[src/rtl/led_pattern_ctrl_if.sv]
// Signal bundle between the display-tree logic and the LED pattern controller.
interface led_pattern_ctrl_if #(parameter int CH = 4);
    logic              Strobe16ms;
    logic              PwrOn;
    logic [3*CH-1:0]   ModeReg;
    logic [CH-1:0]     FaultIn;
    logic [CH-1:0]     FaultClr;
    logic              LampTest;
    logic [CH-1:0]     LEDG_N;
    logic [CH-1:0]     LEDR_N;
    logic [CH-1:0]     FaultLatched;
    logic              LampTestBusy;

    modport master (output Strobe16ms, PwrOn, ModeReg, FaultIn, FaultClr, LampTest,
                    input  LEDG_N, LEDR_N, FaultLatched, LampTestBusy);
    modport slave  (input  Strobe16ms, PwrOn, ModeReg, FaultIn, FaultClr, LampTest,
                    output LEDG_N, LEDR_N, FaultLatched, LampTestBusy);
endinterface

[src/rtl/led_pattern_ctrl.sv]
// Multi-channel bi-colour LED controller: per-channel mode decode, shared blink
// phases, sticky fault flags and a lamp-test sequencer; all outputs registered.
module led_pattern_ctrl #(
    parameter int CH        = 4,
    parameter int FAST_HALF = 8,
    parameter int SLOW_HALF = 32,
    parameter int LT_STEP   = 32
) (
    input  logic              SlowClock,
    input  logic              Reset_N,
    led_pattern_ctrl_if.slave bus
);
    localparam int FW  = (FAST_HALF > 1) ? $clog2(FAST_HALF) : 1;
    localparam int SW  = (SLOW_HALF > 1) ? $clog2(SLOW_HALF) : 1;
    localparam int STW = (LT_STEP > 1)   ? $clog2(LT_STEP)   : 1;
    localparam int KW  = (CH > 1)        ? $clog2(CH)        : 1;

    typedef enum logic [1:0] {IDLE, ALLG, ALLR, WALK} lt_state_t;

    lt_state_t        state, state_nxt;
    logic [STW-1:0]   step_cnt, step_nxt;
    logic [KW-1:0]    k, k_nxt;
    logic [FW-1:0]    fast_cnt;
    logic [SW-1:0]    slow_cnt;
    logic             fast_ph, slow_ph;
    logic [CH-1:0]    fault_q;
    logic [CH-1:0]    g, r, ledg_q, ledr_q;
    logic             busy_q;

    // One phase pair shared by every channel so all blinking LEDs stay in sync.
    always_ff @(posedge SlowClock or negedge Reset_N) begin
        if (!Reset_N) begin
            fast_cnt <= '0;
            slow_cnt <= '0;
            fast_ph  <= 1'b1;
            slow_ph  <= 1'b1;
        end else if (bus.Strobe16ms) begin
            if (fast_cnt == FW'(FAST_HALF-1)) begin
                fast_cnt <= '0;
                fast_ph  <= ~fast_ph;
            end else begin
                fast_cnt <= fast_cnt + 1'b1;
            end
            if (slow_cnt == SW'(SLOW_HALF-1)) begin
                slow_cnt <= '0;
                slow_ph  <= ~slow_ph;
            end else begin
                slow_cnt <= slow_cnt + 1'b1;
            end
        end
    end

    always_ff @(posedge SlowClock or negedge Reset_N) begin
        if (!Reset_N) begin
            state    <= IDLE;
            step_cnt <= '0;
            k        <= '0;
            fault_q  <= '0;
            ledg_q   <= '1;
            ledr_q   <= '1;
            busy_q   <= 1'b0;
        end else begin
            state    <= state_nxt;
            step_cnt <= step_nxt;
            k        <= k_nxt;
            fault_q  <= bus.FaultIn | (fault_q & ~bus.FaultClr);
            ledg_q   <= ~g;
            ledr_q   <= ~r;
            busy_q   <= (state_nxt != IDLE);
        end
    end

    // A strobe coinciding with the start request is not counted: IDLE never counts.
    always_comb begin
        state_nxt = state;
        step_nxt  = step_cnt;
        k_nxt     = k;
        if (state == IDLE) begin
            if (bus.LampTest && bus.PwrOn) state_nxt = ALLG;
        end else if (!bus.PwrOn) begin
            state_nxt = IDLE;
            step_nxt  = '0;
            k_nxt     = '0;
        end else if (bus.Strobe16ms) begin
            if (step_cnt == STW'(LT_STEP-1)) begin
                step_nxt = '0;
                case (state)
                    ALLG:    state_nxt = ALLR;
                    ALLR:    state_nxt = WALK;
                    default: begin
                        if (k == KW'(CH-1)) begin
                            state_nxt = IDLE;
                            k_nxt     = '0;
                        end else begin
                            k_nxt = k + 1'b1;
                        end
                    end
                endcase
            end else begin
                step_nxt = step_cnt + 1'b1;
            end
        end
    end

    always_comb begin
        g = '0;
        r = '0;
        if (bus.PwrOn) begin
            case (state)
                ALLG: g = '1;
                ALLR: r = '1;
                WALK: begin
                    g[k] = 1'b1;
                    r[k] = 1'b1;
                end
                default: begin
                    for (int i = 0; i < CH; i++) begin
                        case (bus.ModeReg[3*i +: 3])
                            3'b001:  g[i] = 1'b1;
                            3'b010:  r[i] = 1'b1;
                            3'b011:  begin g[i] = 1'b1; r[i] = 1'b1; end
                            3'b100:  g[i] = slow_ph;
                            3'b101:  r[i] = fast_ph;
                            3'b110:  begin g[i] = ~fault_q[i]; r[i] = fault_q[i] & fast_ph; end
                            3'b111:  begin g[i] = slow_ph; r[i] = ~slow_ph; end
                            default: ;
                        endcase
                    end
                end
            endcase
        end
    end

    assign bus.LEDG_N       = ledg_q;
    assign bus.LEDR_N       = ledr_q;
    assign bus.FaultLatched = fault_q;
    assign bus.LampTestBusy = busy_q;
endmodule

[src/flat_wrapper.sv]
// flat-port wrapper written by rule: the top's interface ports become plain ports
module led_pattern_ctrl_flat 
#(
    parameter int CH        = 4,
    parameter int FAST_HALF = 8,
    parameter int SLOW_HALF = 32,
    parameter int LT_STEP   = 32
)
  (SlowClock, Reset_N, bus_Strobe16ms, bus_PwrOn, bus_ModeReg, bus_FaultIn, bus_FaultClr, bus_LampTest, bus_LEDG_N, bus_LEDR_N, bus_FaultLatched, bus_LampTestBusy);
  led_pattern_ctrl_if #(.CH(CH)) bus_i ();
  input  logic SlowClock;
  input  logic Reset_N;
  input wire logic [$bits(bus_i.Strobe16ms)-1:0] bus_Strobe16ms;
  input wire logic [$bits(bus_i.PwrOn)-1:0] bus_PwrOn;
  input wire logic [$bits(bus_i.ModeReg)-1:0] bus_ModeReg;
  input wire logic [$bits(bus_i.FaultIn)-1:0] bus_FaultIn;
  input wire logic [$bits(bus_i.FaultClr)-1:0] bus_FaultClr;
  input wire logic [$bits(bus_i.LampTest)-1:0] bus_LampTest;
  output wire logic [$bits(bus_i.LEDG_N)-1:0] bus_LEDG_N;
  output wire logic [$bits(bus_i.LEDR_N)-1:0] bus_LEDR_N;
  output wire logic [$bits(bus_i.FaultLatched)-1:0] bus_FaultLatched;
  output wire logic [$bits(bus_i.LampTestBusy)-1:0] bus_LampTestBusy;
  assign bus_i.Strobe16ms = bus_Strobe16ms;
  assign bus_i.PwrOn = bus_PwrOn;
  assign bus_i.ModeReg = bus_ModeReg;
  assign bus_i.FaultIn = bus_FaultIn;
  assign bus_i.FaultClr = bus_FaultClr;
  assign bus_i.LampTest = bus_LampTest;
  assign bus_LEDG_N = bus_i.LEDG_N;
  assign bus_LEDR_N = bus_i.LEDR_N;
  assign bus_FaultLatched = bus_i.FaultLatched;
  assign bus_LampTestBusy = bus_i.LampTestBusy;
  led_pattern_ctrl #(.CH(CH), .FAST_HALF(FAST_HALF), .SLOW_HALF(SLOW_HALF), .LT_STEP(LT_STEP)) u_core (.SlowClock(SlowClock), .Reset_N(Reset_N), .bus(bus_i));
endmodule
[config.mk]
export PLATFORM = sky130hd
export DESIGN_NAME = led_pattern_ctrl_flat
export DESIGN_NICKNAME = d
export VERILOG_FILES = /design/src/rtl/led_pattern_ctrl_if.sv /design/src/rtl/led_pattern_ctrl.sv /design/src/flat_wrapper.sv
export SDC_FILE = /design/constraint.sdc
export NUM_CORES = 1
export LEC_CHECK = 0
export BUFFER_PORTS_ARGS = -buffer_cell sky130_fd_sc_hd__buf_4
export CELL_PAD_IN_SITES_DETAIL_PLACEMENT = 1
export CELL_PAD_IN_SITES_GLOBAL_PLACEMENT = 1
export CORE_MARGIN = 3
export CORE_UTILIZATION = 42
export DETAILED_ROUTE_END_ITERATION = 12
export PLACE_DENSITY = 0.84
export SLEW_MARGIN = 20
export SYNTH_ARGS = -nofsm -noshare
export SYNTH_HDL_FRONTEND = slang
export SYNTH_SLANG_ARGS = --single-unit
[constraint.sdc]
create_clock -name SlowClock -period 1.7 [get_ports SlowClock]
set_input_delay 0.51 -clock SlowClock [delete_from_list [all_inputs] [get_ports SlowClock]]
set_output_delay 0.51 -clock SlowClock [all_outputs]
set_load 0.1 [all_outputs]
---- Word level (Yosys, flattened, before mapping) ----
Index checks and enable logic that the tools add are counted.
storage, ports and cells
  register bits after elaboration ......... 32
  word-level logic and storage cells ...... 123
  input port bits ......................... 25
  output and inout bits ................... 13
cells by class
  order comparisons ....................... 2
  multiplexer cells ....................... 31
  bitwise gates (word level) .............. 16
  add/subtract/negate cells ............... 4
  reduce and logical (&&, ||, !) cells .... 21
  equality and inequality tests ........... 38
operators by type and width
  kind                                                                  number
  3-bit == test, second input constant                                  17
  2-bit OR reduction                                                    13
  3-bit by 2-bit == test with 1-bit output, second input constant       8
  4-bit case mux with 3 select lines                                    2
  2-bit two-way mux                                                     11
  5-bit two-way mux                                                     4
  1-bit case mux with 4 select lines                                    4
  3-bit by 1-bit == test with 1-bit output, second input constant       4
  4-bit NOT                                                             3
  1-bit case mux with 3 select lines                                    4
  5-bit by 1-bit adder with 5-bit output, second input constant         2
  5-bit == test, second input constant                                  2
  4-bit two-way mux                                                     2
  1-bit NOT                                                             7
  2-bit == test, second input constant                                  3
  2-bit AND reduction                                                   3
  1-bit AND                                                             4
  4-bit AND                                                             1
  2-bit != test, second input constant                                  2
  4-bit bitwise OR                                                      1
  2-bit case mux with 2 select lines                                    1
  4-bit AND reduction                                                   1
  3-bit by 1-bit adder with 3-bit output, second input constant         1
  2-bit by 3-bit < comparator with 1-bit output, second input constant  1
  10 further kinds                                                      11

---- Depth between registers and ports, before layout ----
Gate-level depths: netlist of run 1.
  depth in word-level cells ............... 8
  mapped depth ............................ 6
  mapped depth without buffers ............ 6

---- Least setup slack after synthesis of run 1 ----
No wires, ideal clock.
  kind .................................... register to register
  from .................................... register u_core.fault_q[3] (netlist: u_core.bus.FaultLatched[3])
  to ...................................... register u_core.ledg_q[3] (netlist: u_core.bus.LEDG_N[3])
  setup slack ............................. 123 ps
  cell stages (with the launch flop) ...... 4
  data required time ...................... 1617 ps
  arrival ................................. 1493 ps
  path buffers ............................ 0
  period minus slack after synthesis ...... 1577 ps
  cells stage by stage .................... dfrtp_1 -> and4bb_2 -> a31oi_1 -> a221o_1
on the way
  cells in the longest elaborated chain, start to end .. 5
ends and longest elaborated chain
  item                                line                     source
  start, declared                     led_pattern_ctrl.sv:26   logic [CH-1:0] fault_q;
  start signal, assigned              led_pattern_ctrl.sv:66   fault_q <= bus.FaultIn | (fault_q & ~bus.FaultClr);
  1-bit NOT                           led_pattern_ctrl.sv:124  3'b110: begin g[i] = ~fault_q[i]; r[i] = fault_q[i] & fast_ph; end
  1-bit case mux with 3 select lines  led_pattern_ctrl.sv:118  case (bus.ModeReg[3*i +: 3])
  4-bit case mux with 3 select lines  led_pattern_ctrl.sv:109  case (state)
  4-bit two-way mux                   led_pattern_ctrl.sv:108  if (bus.PwrOn) begin
  4-bit NOT                           led_pattern_ctrl.sv:67   ledg_q <= ~g;
  end signal, assigned                led_pattern_ctrl.sv:67
  end, declared                       led_pattern_ctrl.sv:27   logic [CH-1:0] g, r, ledg_q, ledr_q;
No other way between the ends.
A chain may end at the register's enable or synchronous reset.

---- Final worst setup path of run 1 ----
  from .................................... register u_core.ledg_q[1] (netlist: u_core.bus.LEDG_N[1])
  to ...................................... output bus_LEDG_N[1]
RTL lines
  item           line                source
  end, declared  flat_wrapper.sv:19  output wire logic [$bits(bus_i.LEDG_N)-1:0] bus_LEDG_N;
No word-level cell between the ends.

==> results summary, run 1 <==
The number of antenna violations at the first check in global routing is 0. Subtracting the final worst setup slack from the clock period gives 1.63 ns. After synthesis, the cell types taking the most area are sky130_fd_sc_hd__dfrtp_1, sky130_fd_sc_hd__dfstp_2, sky130_fd_sc_hd__ha_1. The category of the worst setup path capture point is an output port. In the final routed layout, each cell accounts on average for 16.6 microns. The post-detailed-route via-to-cell ratio is around 5.6. Clock-pin slew was measured on the worst setup and hold paths at about 0.070 ns.

The area of the core region came out at ~4400 sq um. For this run, design rule violations remaining after detail routing come to 0. The largest total area in the synthesized netlist belongs to sky130_fd_sc_hd__dfrtp_1. The first global-routing pass estimated 8650 microns of wire. The clock buffer count from CTS came out at 5.

The aggregate global-route resource usage is 20.3%. Summing over every cut layer, the via total after detailed routing is between 1500 and 2000. The number of distinct library cells after synthesis came out at 43. The type of origin of the critical path is a flop. The area share of the largest cell type after synthesis is 27.9%. The total of max-cap violations is 0.

The final instance count without filler cells is around 310. The number of hold-repair buffers added at the cts stage came out at 0. Setup repair after global routing left no endpoint under its margin. The remaining global-route overflow is 0. For this design the static power due to leakage is 1.13 nW.

From synthesis to final layout, the design area changed by 24.8%. After the last flow step, the layout net total stands at 293. The largest fanout on the critical path is 1. The number of routed nets with antenna violations came out at 0. The worst hold slack after final layout came out at ~0.16 ns.

The master cell of the clock root buffer is sky130_fd_sc_hd__clkbuf_8. In this run, placement finished with an instance count of 298. The count of routing violations after the opening detailed-route iteration came out at 67. The relative max-transition margin came out at between 70% and 80%. Wires add up to 5100 microns. After floorplanning, the core was divided into 24 placement rows.

The CTS tree is built. The min-delay analysis places its worst path in the category in2async. The net count of the mapped netlist came out at ~250. The achievable frequency is ~620 MHz.

The commonest register cell after synthesis is sky130_fd_sc_hd__dfrtp_1. The netlist area before placement came out at 1970 sq um. The die covers roughly 5600 sq um. The yosys synthesis warning count is 0. The share of layout cells above drive strength 1 came out at 29.0%. The register bit total from synthesis is 32.

The sequential-to-total area share from yosys stat is between 40 and 50%. The flow ran to the end, and the final reports show no timing, DRC or antenna violations. The antenna diode instance count came out at 0. Counting every instance in the synthesized netlist gives just over 200. The die span in y came out at between 70 and 80 microns. The kind of cell adding the most delay to the critical path is flip-flops.

The number of hold-slack violations in the final timing report is 0. The floorplan step set the die width to 74.5 microns. The largest net degree at the start of global routing is 33. The total power density per cell area came out at 1590 nW/um^2. The setup-violating endpoint count in the final report came out at 0. Of all flip-flops after synthesis, the portion carrying an async set or reset was between 90% and 100%. Summed over all failing endpoints, the final setup total negative slack is 0 ns.

Data arrives at the worst endpoint at roughly 1.1 ns. The HPWL reported at the end of detailed placement is 3600 microns. The worst voltage drop across the vdd grid is between 0.0007 and 0.0008 V. A synthesized cell averages roughly 9.5 sq um.

Clock latency on the worst-skew pair, taken at its later pin, is 0.29 ns. In this design, the stage delay of the slowest critical-path cell is around 0.54 ns. Among all stages on the critical path, the largest delay is contributed by sky130_fd_sc_hd__dfstp_2. The actual slew at the worst max-slew pin came out at 0.430 ns. The first detailed-routing pass took 4 iterations. Traced cell by cell, the critical path runs through buf_4. The count of pins on the block boundary came out at 38.

The number of clock sinks came out at 32. The number of fill cells in the layout came out at 536. The H-tree depth reported by CTS came out at 2. The final weighted congestion in routability-driven placement is between 0.8 and 0.9.

The count of flip-flops with a built-in enable after synthesis came out at 0. The number of input and output port buffers inserted is 37. The via count of the first global-routing pass is roughly 1800. The post-route clock period utilization came out at a little over nine tenths. In this run the deepest clock path goes through 2 buffers. The worst-case clock skew is 0.00588 ns. The initial standard-cell utilization of the core is 44.3%. By startpoint and endpoint, the worst setup path is classified as reg2out. The data required time of the worst path is roughly 1.2 ns.

Together, buffers and inverters on the worst path number 1. The total count of max-transition violations in the final report came out at 0.
layer usage:
metal / vias to the layer above / global-route usage [%] / wire length (microns)
li1: 834 / - / -
met1: 840 / 26.9 / 2330
met2: 28 / 33.3 / 2520
met3: 6 / 4.73 / 196
met4: 0 / 5.34 / 54
met5: - / 0 / 0
layout by cell type (no fill, tap or decap), types with 2 or more instances in the layout:
cell type	synthesis	final
sky130_fd_sc_hd__a21o_1	6	6
sky130_fd_sc_hd__a21oi_1	11	11
sky130_fd_sc_hd__a22o_1	6	6
sky130_fd_sc_hd__and3_1	3	3
sky130_fd_sc_hd__buf_4	1	47
sky130_fd_sc_hd__clkbuf_8	0	7
sky130_fd_sc_hd__dfrtp_1	22	22
sky130_fd_sc_hd__dfstp_2	10	10
sky130_fd_sc_hd__ha_1	14	12
sky130_fd_sc_hd__inv_1	15	15
sky130_fd_sc_hd__mux2_2	4	4
sky130_fd_sc_hd__mux2i_1	2	2
sky130_fd_sc_hd__nand2_1	23	23
sky130_fd_sc_hd__nand2b_1	7	7
sky130_fd_sc_hd__nand3_1	10	10
sky130_fd_sc_hd__nand3b_1	10	10
sky130_fd_sc_hd__nand4_1	2	2
sky130_fd_sc_hd__nor2_1	5	5
sky130_fd_sc_hd__nor2b_1	5	5
sky130_fd_sc_hd__nor3_1	2	2
sky130_fd_sc_hd__nor4bb_1	2	2
sky130_fd_sc_hd__o211ai_1	4	4
sky130_fd_sc_hd__o21ai_0	12	12
sky130_fd_sc_hd__o21ai_1	3	3
sky130_fd_sc_hd__o311ai_1	2	2
sky130_fd_sc_hd__o31ai_1	3	3
sky130_fd_sc_hd__xnor2_1	2	2
area by class of cell:
type                    instances  area, sq um  area share (%)
well taps                      52         65.1            2.65
flip-flops and latches         32          813            33.1
repair buffers                 47          353            14.4
inverters                      16         60.1            2.44
multi-input cells             152         1070            43.4
clock buffers                   8          100            4.07
final timing paths:
| kind | from | to | slack (ns) | cells past startpoint |
|---|---|---|---|---|
| min in group SlowClock | bus_FaultIn[3] | u_core.bus.FaultLatched[3] | 0.39 | 2 |
| hold / removal | Reset_N | u_core.step_cnt[2] | 0.16 | 1 |
| setup reg to reg | u_core.step_cnt[1] | u_core.k[0] | 0.10 | 6 |
| setup / recovery | u_core.bus.LEDG_N[1] | bus_LEDG_N[1] | 0.07 | 1 |
| max in group asynchronous | Reset_N | u_core.bus.LEDG_N[0] | 1.20 | 1 |
| hold reg to reg | u_core.step_cnt[3] | u_core.step_cnt[3] | 0.51 | 1 |
metrics by stage:
stage | setup WS [ns] | util, % | cell area, sq um | total power [W]
after floorplan | 0.123 | - | 1970 | 0.00270
after global placement | 0.110 | 52.4 | 2330 | 0.00317
after detailed placement | 0.0161 | 52.4 | 2330 | 0.00324
after CTS | 0.00106 | 54.9 | 2440 | 0.00394
after global routing | 0.00300 | 55.3 | 2460 | 0.00419
final | 0.0749 | 55.3 | 2460 | 0.00391
logic make-up (layout without fill, tap and decap cells):
group / Yosys count / count (layout) / share of synthesized area (%)
adder cells (fa/ha/maj): 14 / 14 / 8.89
AO/OA/AOI/OAI: 56 / 56 / 19.0
XOR/XNOR: 2 / 2 / 0.889
AND/OR/NAND/NOR: 74 / 74 / 21.0
flip-flops: 32 / 32 / 41.3
buffers and inverters: 23 / 71 / 5.59
multiplexers: 6 / 6 / 3.30
power by group:
| group | switching [W] | internal [W] |
|---|---|---|
| Combinational | 0.00124 | 0.000689 |
| Clock | 0.000294 | 0.000370 |
| Sequential | 0.000235 | 0.00109 |
cell usage after synthesis, types with 5 or more instances:
master,instances
sky130_fd_sc_hd__nand3_1,10
sky130_fd_sc_hd__a22o_1,6
sky130_fd_sc_hd__dfstp_2,10
sky130_fd_sc_hd__inv_1,15
sky130_fd_sc_hd__nand3b_1,10
sky130_fd_sc_hd__nand2b_1,7
sky130_fd_sc_hd__o21ai_0,12
sky130_fd_sc_hd__ha_1,14
sky130_fd_sc_hd__nand2_1,23
sky130_fd_sc_hd__a21o_1,6
sky130_fd_sc_hd__nor2b_1,5
sky130_fd_sc_hd__dfrtp_1,22
sky130_fd_sc_hd__nor2_1,5
sky130_fd_sc_hd__a21oi_1,11
registers in the layout, indices dropped and copies added (netlist names), 2 cells and up:
signal / flops
u_core.slow_cnt: 5
u_core.step_cnt: 5
u_core.bus.FaultLatched: 4
u_core.bus.LEDG_N: 4
u_core.bus.LEDR_N: 4
u_core.fast_cnt: 3
u_core.k: 2
u_core.state: 2
repair_timing:
item                       in CTS  in global routing
setup buffers                   1                  0
gates resized for setup         0                  4
hold endpoints to repair        0                  0
setup endpoints to repair       1                 16
pin swaps                       1                  0
Power figures use the tool's default switching activity.
==> run 2, diff against run 1 <==
--- a/config.mk
+++ b/config.mk
@@ -12,7 +12,7 @@
 export CORE_UTILIZATION = 42
 export DETAILED_ROUTE_END_ITERATION = 12
 export PLACE_DENSITY = 0.84
-export SLEW_MARGIN = 20
+export SLEW_MARGIN = 25
 export SYNTH_ARGS = -nofsm -noshare
 export SYNTH_HDL_FRONTEND = slang
 export SYNTH_SLANG_ARGS = --single-unit
==> constraint.sdc (replaced) <==
create_clock -name SlowClock -period 1.6 [get_ports SlowClock]
set_input_delay 0.48 -clock SlowClock [delete_from_list [all_inputs] [get_ports SlowClock]]
set_output_delay 0.48 -clock SlowClock [all_outputs]
set_load 0.1 [all_outputs]
==> run 2 against run 1 <==
Critical path depth is the same; clock-buffer cell count stayed put; clock power rose by 5.0%; non-clock buffer count up 3; wire length grew 5.7%; worst hold slack worse by 0.026 ns; die area stayed put; via count is 0.94% higher; cell area is 1.3% higher; largest cell class unchanged; largest power group unchanged; highest routed layer unchanged.
==> results summary, run 2 (synthesized netlist as in run 1, its figures left out) <==
The run finished with clean final reports. The total die area is 5550 sq um (unchanged). The remaining global-route overflow is 0 (unchanged). The actual slew at the worst max-slew pin is 0.430 ns (-0.000153 ns). The clock slew seen by the registers of the worst setup and hold paths came out at 0.07 ns (about the same).

TritonCTS built the clock tree. The category of the worst setup path capture point is an output port. The HPWL reported at the end of detailed placement is 3740 microns (+3.9%). The stage delay of the slowest cell on the critical path is 0.53 ns (about the same). The logic depth of the worst path, buffers included is 1 (unchanged). Based on the critical path, the design can be clocked at up to between 600 and 700 MHz. In this run the worst setup path terminates at bus_LEDG_N[0]. The worst voltage drop across the vdd grid came out at 0.000795 V (+1.9%). The cell at the slowest stage of the critical path is sky130_fd_sc_hd__dfstp_2. The clock buffer count from CTS came to 5 (unchanged). The number of clock sinks is 32 (unchanged). The number of antenna violations at the first check in global routing came out at 0 (unchanged). The number of placed instances, taps included is 299 (+0.34%).

The number of hold-repair buffers added at the cts stage came out at 0 (unchanged). The relative max-transition margin came out at 71.3% (about the same). Leaving out fill and tap cells, the most frequent cell in the layout is sky130_fd_sc_hd__buf_4. The number of vias after detailed routing is 1724 (+0.94%). The post-route clock period utilization is a little over nine tenths. The total wire length was 5390 microns (+5.7%). The type of origin of the critical path is a flop. The worst flop-to-flop path endpoint is u_core.k[1]. Traced cell by cell, the critical path runs through buf_4. The total power consumption of the routed design came out at 0.00425 W (+8.6%). The data required time of the worst path was 1.12 ns (-0.07 ns). The count of routing violations after the opening detailed-route iteration came out at 68 (+1.5%). Tracing the worst setup path back leads to its startpoint at u_core.bus.LEDG_N[0]. The number of fill cells in the layout is 528 (-1.5%). The number of routed nets with antenna violations is 0 (unchanged). The share of layout cells above drive strength 1 is 30.2% (+1.2 points).

The largest net degree at the start of global routing is 33 (unchanged). The worst setup path is of the reg2out kind. The routed length per instance came out at 17.4 microns (+4.7%). The buffers plus inverters on the worst setup path is 1 (unchanged). In this run the worst hold path is classified as in2async.

The maximum clock path buffer count came to 2 (unchanged). The die span in y came out at 74.5 microns (unchanged). The detailed-route DRC error count is 0 (unchanged). The final instance count without filler cells is 310 (+0.98%). The aggregate global-route resource usage came to 20.4% (+0.13 points). The largest fanout on the critical path came out at 1 (unchanged). The worst reg2reg path depth came out at 7 (+1). The total negative slack for setup checks came to 0 ns (unchanged).

The arrival time at the worst endpoint is 1.10 ns (-0.02 ns). The number of input and output port buffers inserted came out at 37 (unchanged). The initial standard-cell utilization of the core is 44.3% (unchanged).

The startpoint of the most critical register-to-register path is u_core.step_cnt[1]. The clock latency at the later pin of the worst-skew pair came out at 0.28 ns (about the same). The setup-violating endpoint count in the final report came out at 0 (unchanged). The final weighted congestion in routability-driven placement is 0.783 (-4.3%). The time the worst path needs with I/O delays and setup is about 1.6 ns. In the final layout, the registers with the most flip-flops are u_core.slow_cnt (5), u_core.step_cnt (5). The post-detailed-route via-to-cell ratio is 5.56 (about the same). The horizontal die dimension is 74.5 microns (unchanged). The total power density per cell area is 1710 nW/um^2 (+7.2%). The synthesis-to-layout area growth is 26.3%. The leakage power came out at 1.15 nW (+1.3%).

The count of nets after finishing was 296 (+1.0%). The total count of max-transition violations in the final report is 0 (unchanged). The number of hold-slack violations in the final timing report came out at 0 (unchanged). The kind of cell with the highest combined delay along the critical path is flip-flops. The post-route standard cell area excluding fillers came out at 2490 sq um (+1.3%).

The library cells used most frequently in the layout, excluding fill and tap cells, are sky130_fd_sc_hd__buf_4, sky130_fd_sc_hd__nand2_1, sky130_fd_sc_hd__dfrtp_1. The total of max-cap violations is 0 (unchanged). The slack of the worst reg-to-reg path is 0.05 ns (-0.05 ns). The master cell of the clock root buffer is sky130_fd_sc_hd__clkbuf_8.

The worst-case clock skew came out at 0.00554 ns (-0.000342 ns). The number of standard-cell rows in the floorplan was 24 (unchanged). The first-pass GRT wire length came out at 8620 microns (-0.31%). The H-tree depth reported by CTS came to 2 (unchanged). The post-detailed-placement cell area came out at 2340 sq um (+0.32%).

The antenna diode instance count came out at 0 (unchanged). The area of the core region came out at 4440 sq um (unchanged). The via count of the first global-routing pass came to 1769 (-4.1%). The first-pass iteration count of the detailed router came out at 4 (unchanged). The count of pins on the block boundary is 38 (unchanged).
==> run 2: layout make-up <==
type	count	area (sq um)	share of cell area, %
clock buffers	8	100	4.02
inverters	16	60.1	2.41
multi-input cells	152	1070	43.1
flip-flops and latches	32	813	32.7
well taps	52	65.1	2.61
repair buffers	50	379	15.2
==> run 2: through the flow <==
| stage | setup slack [ns] | hold WS, ns | utilization, % |
|---|---|---|---|
| final | 0.0224 | 0.131 | 56.0 |
| after global routing | -0.0219 | 0.152 | 56.0 |
| after CTS | 0.00121 | 0.144 | 55.1 |
| after detailed placement | -0.0465 | 0.456 | 52.6 |
| after global placement | 0.0276 | 0.448 | 52.6 |
| after floorplan | 0.0233 | 0.184 | - |
==> run 2: report_power, final <==
| group | internal, W | total [W] | switching [W] |
|---|---|---|---|
| clock | 0.000393 | 0.000697 | 0.000304 |
| sequential | 0.00116 | 0.00141 | 0.000256 |
| combinational | 0.000784 | 0.00214 | 0.00136 |
==> run 2: layer usage <==
layer	routed length (microns)	share of wire, %	up-vias	track usage, %
li1	-	-	839	-
met1	2470	46	835	26.7
met2	2600	48	38	32.6
met3	185	3.4	12	4.59
met4	128	2.4	0	8.30
met5	0	0	-	0
==> run 2: worst min-delay path by stage <==
stage	from	end	slack (ns)	depth (start not counted)
3_5_place_dp	Reset_N	u_core.bus.LampTestBusy	0.46	1
4_1_cts	Reset_N	u_core.k[0]	0.14	1
6_report	Reset_N	u_core.step_cnt[3]	0.13	1
3_3_place_gp	Reset_N	u_core.bus.LampTestBusy	0.45	1
5_1_grt	Reset_N	u_core.step_cnt[3]	0.15	1
2_1_floorplan	Reset_N	u_core.bus.FaultLatched[0]	0.18	0
==> run 2: repair_timing <==
item	CTS	global route
endpoints found under the setup margin	1	8
buffers inserted	1	2
resized for setup	1	6
pin swaps	1	1
==> run 3, diff against run 2 <==
--- a/config.mk
+++ b/config.mk
@@ -9,9 +9,10 @@
 export CELL_PAD_IN_SITES_DETAIL_PLACEMENT = 1
 export CELL_PAD_IN_SITES_GLOBAL_PLACEMENT = 1
 export CORE_MARGIN = 3
-export CORE_UTILIZATION = 42
+export CORE_UTILIZATION = 43
+export CTS_BUF_LIST = sky130_fd_sc_hd__clkbuf_2 sky130_fd_sc_hd__clkbuf_4 sky130_fd_sc_hd__clkbuf_8
 export DETAILED_ROUTE_END_ITERATION = 12
-export PLACE_DENSITY = 0.84
+export PLACE_DENSITY = 0.86
 export SLEW_MARGIN = 25
 export SYNTH_ARGS = -nofsm -noshare
 export SYNTH_HDL_FRONTEND = slang
==> run 3 against run 2 <==
Non-clock buffer count up 2; sequential cell count unchanged; clock power up 14%; core utilization up 3.8 points.
==> results summary, run 3 (synthesized netlist as in run 1, its figures left out) <==
The arrival time at the worst endpoint came out at 1.08 ns (-0.02 ns). The flow ran to the end, and the final reports show no timing, DRC or antenna violations. The post-detailed-route via-to-cell ratio was 5.57 (+0.17%). The switching part of the total is 44.4% (-0.73 points). The number of clock sinks is 32 (unchanged).

The internal portion of total power came out at 0.00242 W (+3.9%). The share of layout cells above drive strength 1 came out at 31.9% (+1.7 points). In the final layout, the registers with the most flip-flops are u_core.slow_cnt (5), u_core.step_cnt (5). The largest net degree at the start of global routing is 33 (unchanged). The die span in y is 73.7 microns (-1.1%). In this run the worst hold path is classified as in2async. TritonCTS built the clock tree.

The H-tree depth reported by CTS is 2 (unchanged). The clock slew seen by the registers of the worst setup and hold paths was 0.08 ns (about the same). The stage delay of the slowest cell on the critical path is 0.52 ns (about the same).

Relative to the synthesized area, the layout overhead comes to 27.6%. The slowest stage of the critical path is the sky130_fd_sc_hd__dfstp_2 cell. The number of vias after detailed routing came to 1727 (+0.17%). The post-CTS setup buffer count is 0 (-1). The time the worst path needs with I/O delays and setup is 1.56 ns (-0.0152 ns). The worst hold slack after final layout is 0.119 ns (-0.0114 ns).

The leakage power is 1.15 nW (+0.31%). The via count of the first global-routing pass is 1748 (-1.2%). The critical path is of the reg2out type.

The largest fanout on the critical path is 1 (unchanged). The setup-violating endpoint count in the final report is 0 (unchanged). The post-route clock period utilization came out at 97.7% (-0.95 points). The remaining global-route overflow is 0 (unchanged). The cell sitting at the root of the clock tree is a sky130_fd_sc_hd__clkbuf_8.

The initial standard-cell utilization of the core is 46.9% (+2.6 points). The relative max-transition margin came to 72.2% (+0.82 points). The count of routing violations after the opening detailed-route iteration came out at 116 (+71%). Walking the worst path, the cells encountered are buf_4. The number of routed nets with antenna violations came out at 0 (unchanged). The total negative slack for setup checks came to 0 ns (unchanged). The first-pass GRT wire length is 8530 microns (-1.0%).

The number of hold-repair buffers added at the cts stage is 0 (unchanged). The total of max-cap violations is 0 (unchanged). The buffers plus inverters on the worst setup path came out at 1 (unchanged). The achievable frequency was 640 MHz (+0.97%). The maximum clock path buffer count came out at 2 (unchanged).

In the layout the commonest cells are sky130_fd_sc_hd__buf_4, sky130_fd_sc_hd__nand2_1, sky130_fd_sc_hd__dfrtp_1. The total wire length is 5240 microns (-2.8%). The worst setup path is captured at an output port.

The detailed-route DRC error count came to 0 (unchanged). The total power density per cell area came out at 1730 nW/um^2 (+1.5%). Setup repair after global routing left no endpoint under its margin. The horizontal die dimension was 73.7 microns (-1.1%). The clock latency at the later pin of the worst-skew pair came out at 0.29 ns (about the same). The logic depth of the worst path, buffers included came to 1 (unchanged). The number of standard-cell rows in the floorplan is 23 (-4.2%). The cell family contributing the most delay on the critical path is flip-flops. The aggregate global-route resource usage was 20.5% (+0.068 points). The final weighted congestion in routability-driven placement came out at 0.802 (+2.4%).

The HPWL reported at the end of detailed placement came out at 3780 microns (+1.1%). The worst voltage drop across the vdd grid came out at 0.000826 V (+3.9%). The total die area is 5430 sq um (-2.1%). The portion of total power attributed to the clock network is 18.2% (+1.8 points).

The worst-case clock skew is 0.0117 ns (+0.00612 ns). The routed length per instance is 16.9 microns (-2.8%). The count of nets after finishing is 298 (+0.68%). The number of input and output port buffers inserted came out at 37 (unchanged). The number of antenna violations at the first check in global routing was 0 (unchanged).

The first-pass iteration count of the detailed router is 4 (unchanged). The actual slew at the worst max-slew pin is 0.417 ns (-0.0123 ns). The commonest non-fill, non-tap cell in the layout is sky130_fd_sc_hd__buf_4. The antenna diode instance count came out at 0 (unchanged). The power share of the sequential group is 31.8% (-1.5 points). The net switching power came out at 0.00193 W (+0.82%). The fraction of power consumed by combinational cells came to 49.9% (-0.4 points). The number of hold-slack violations in the final timing report came to 0 (unchanged). The area of the core region came out at 4200 sq um (-5.5%). The data required time of the worst path is 1.12 ns (about the same). The count of pins on the block boundary came out at 38 (unchanged). The worst setup path is launched from a flop. The clock buffer count from CTS came out at 5 (unchanged). The total count of max-transition violations in the final report came out at 0 (unchanged). The worst reg2reg path depth was 7 (unchanged).
-- run 3: cell types whose count changed in the layout (fill, tap and decap cells not counted), sizes merged --
cell,before,now
buf,50,52
clkinvlp,0,1
clkbuf,8,5
bufinv,0,1
clkinv,0,1
-- run 3: repair_timing --
action                     CTS  global route
gates resized for setup      2             6
setup endpoints to repair    4             7
pin swaps                    1             1
cloned                       0             0
-- run 3: area by class of cell --
cell class	instances	area (sq um)
clock buffer	5	68.8
clock inverter	3	42.5
fill	500	1690
inverter	16	60.1
multi-input combinational	152	1070
sequential	32	813
tap	50	62.6
timing repair buffer	52	394
-- run 3: path summary, 6_finish.rpt --
| kind | start | end | slack, ns |
|---|---|---|---|
| hold / removal | Reset_N | u_core.bus.LampTestBusy | 0.12 |
| min in group SlowClock | bus_FaultIn[1] | u_core.bus.FaultLatched[1] | 0.36 |
| hold reg to reg | u_core.fast_cnt[1] | u_core.fast_cnt[1] | 0.51 |
| max in group asynchronous | Reset_N | u_core.bus.LEDR_N[0] | 1.13 |
| setup / recovery | u_core.bus.LEDG_N[0] | bus_LEDG_N[0] | 0.04 |
| setup reg to reg | u_core.step_cnt[0] | u_core.k[1] | 0.10 |
-- run 3: per-stage QoR --
stage	total power (W)	setup WS, ns	cell area (sq um)	cells	utilization [%]
6_report	0.00436	0.0375	2510	310	59.8
3_5_place_dp	0.00354	-0.0122	2370	302	56.5
5_1_grt	0.00465	0.00515	2510	310	59.8
2_1_floorplan	0.00287	0.0233	1970	207	-
3_3_place_gp	0.00343	0.0587	2370	302	56.5
4_1_cts	0.00437	0.00782	2490	310	59.3
-- run 3: worst reg2reg max path, delay by kind of cell (launching register included) --
family	cells	cell delay, ns
DFF	1	0.36
AOI/OAI and AO/OA	1	0.08
buffers and inverters	1	0.17
and+or+nand+nor	3	0.41
adders and majority gates	2	0.36
-- run 3: per-layer routing --
metal  global-route usage (%)  share of wire (%)  wire length (microns)
met1                     27.3                 45                   2360
met2                     32.8                 50                   2620
met3                     4.38                3.2                    170
met4                     6.84                1.7                     90
met5                        0                  0                      0
-- run 3: power groups by stage --
stage / registers, W / clock network [W] / logic [W]
final: 0.00139 / 0.000794 / 0.00218
after global routing: 0.00143 / 0.000852 / 0.00237
after CTS: 0.00138 / 0.000811 / 0.00217
after detailed placement: 0.00139 / 0 / 0.00214
after global placement: 0.00137 / 0 / 0.00206
after floorplan: 0.00201 / 0 / 0.000863
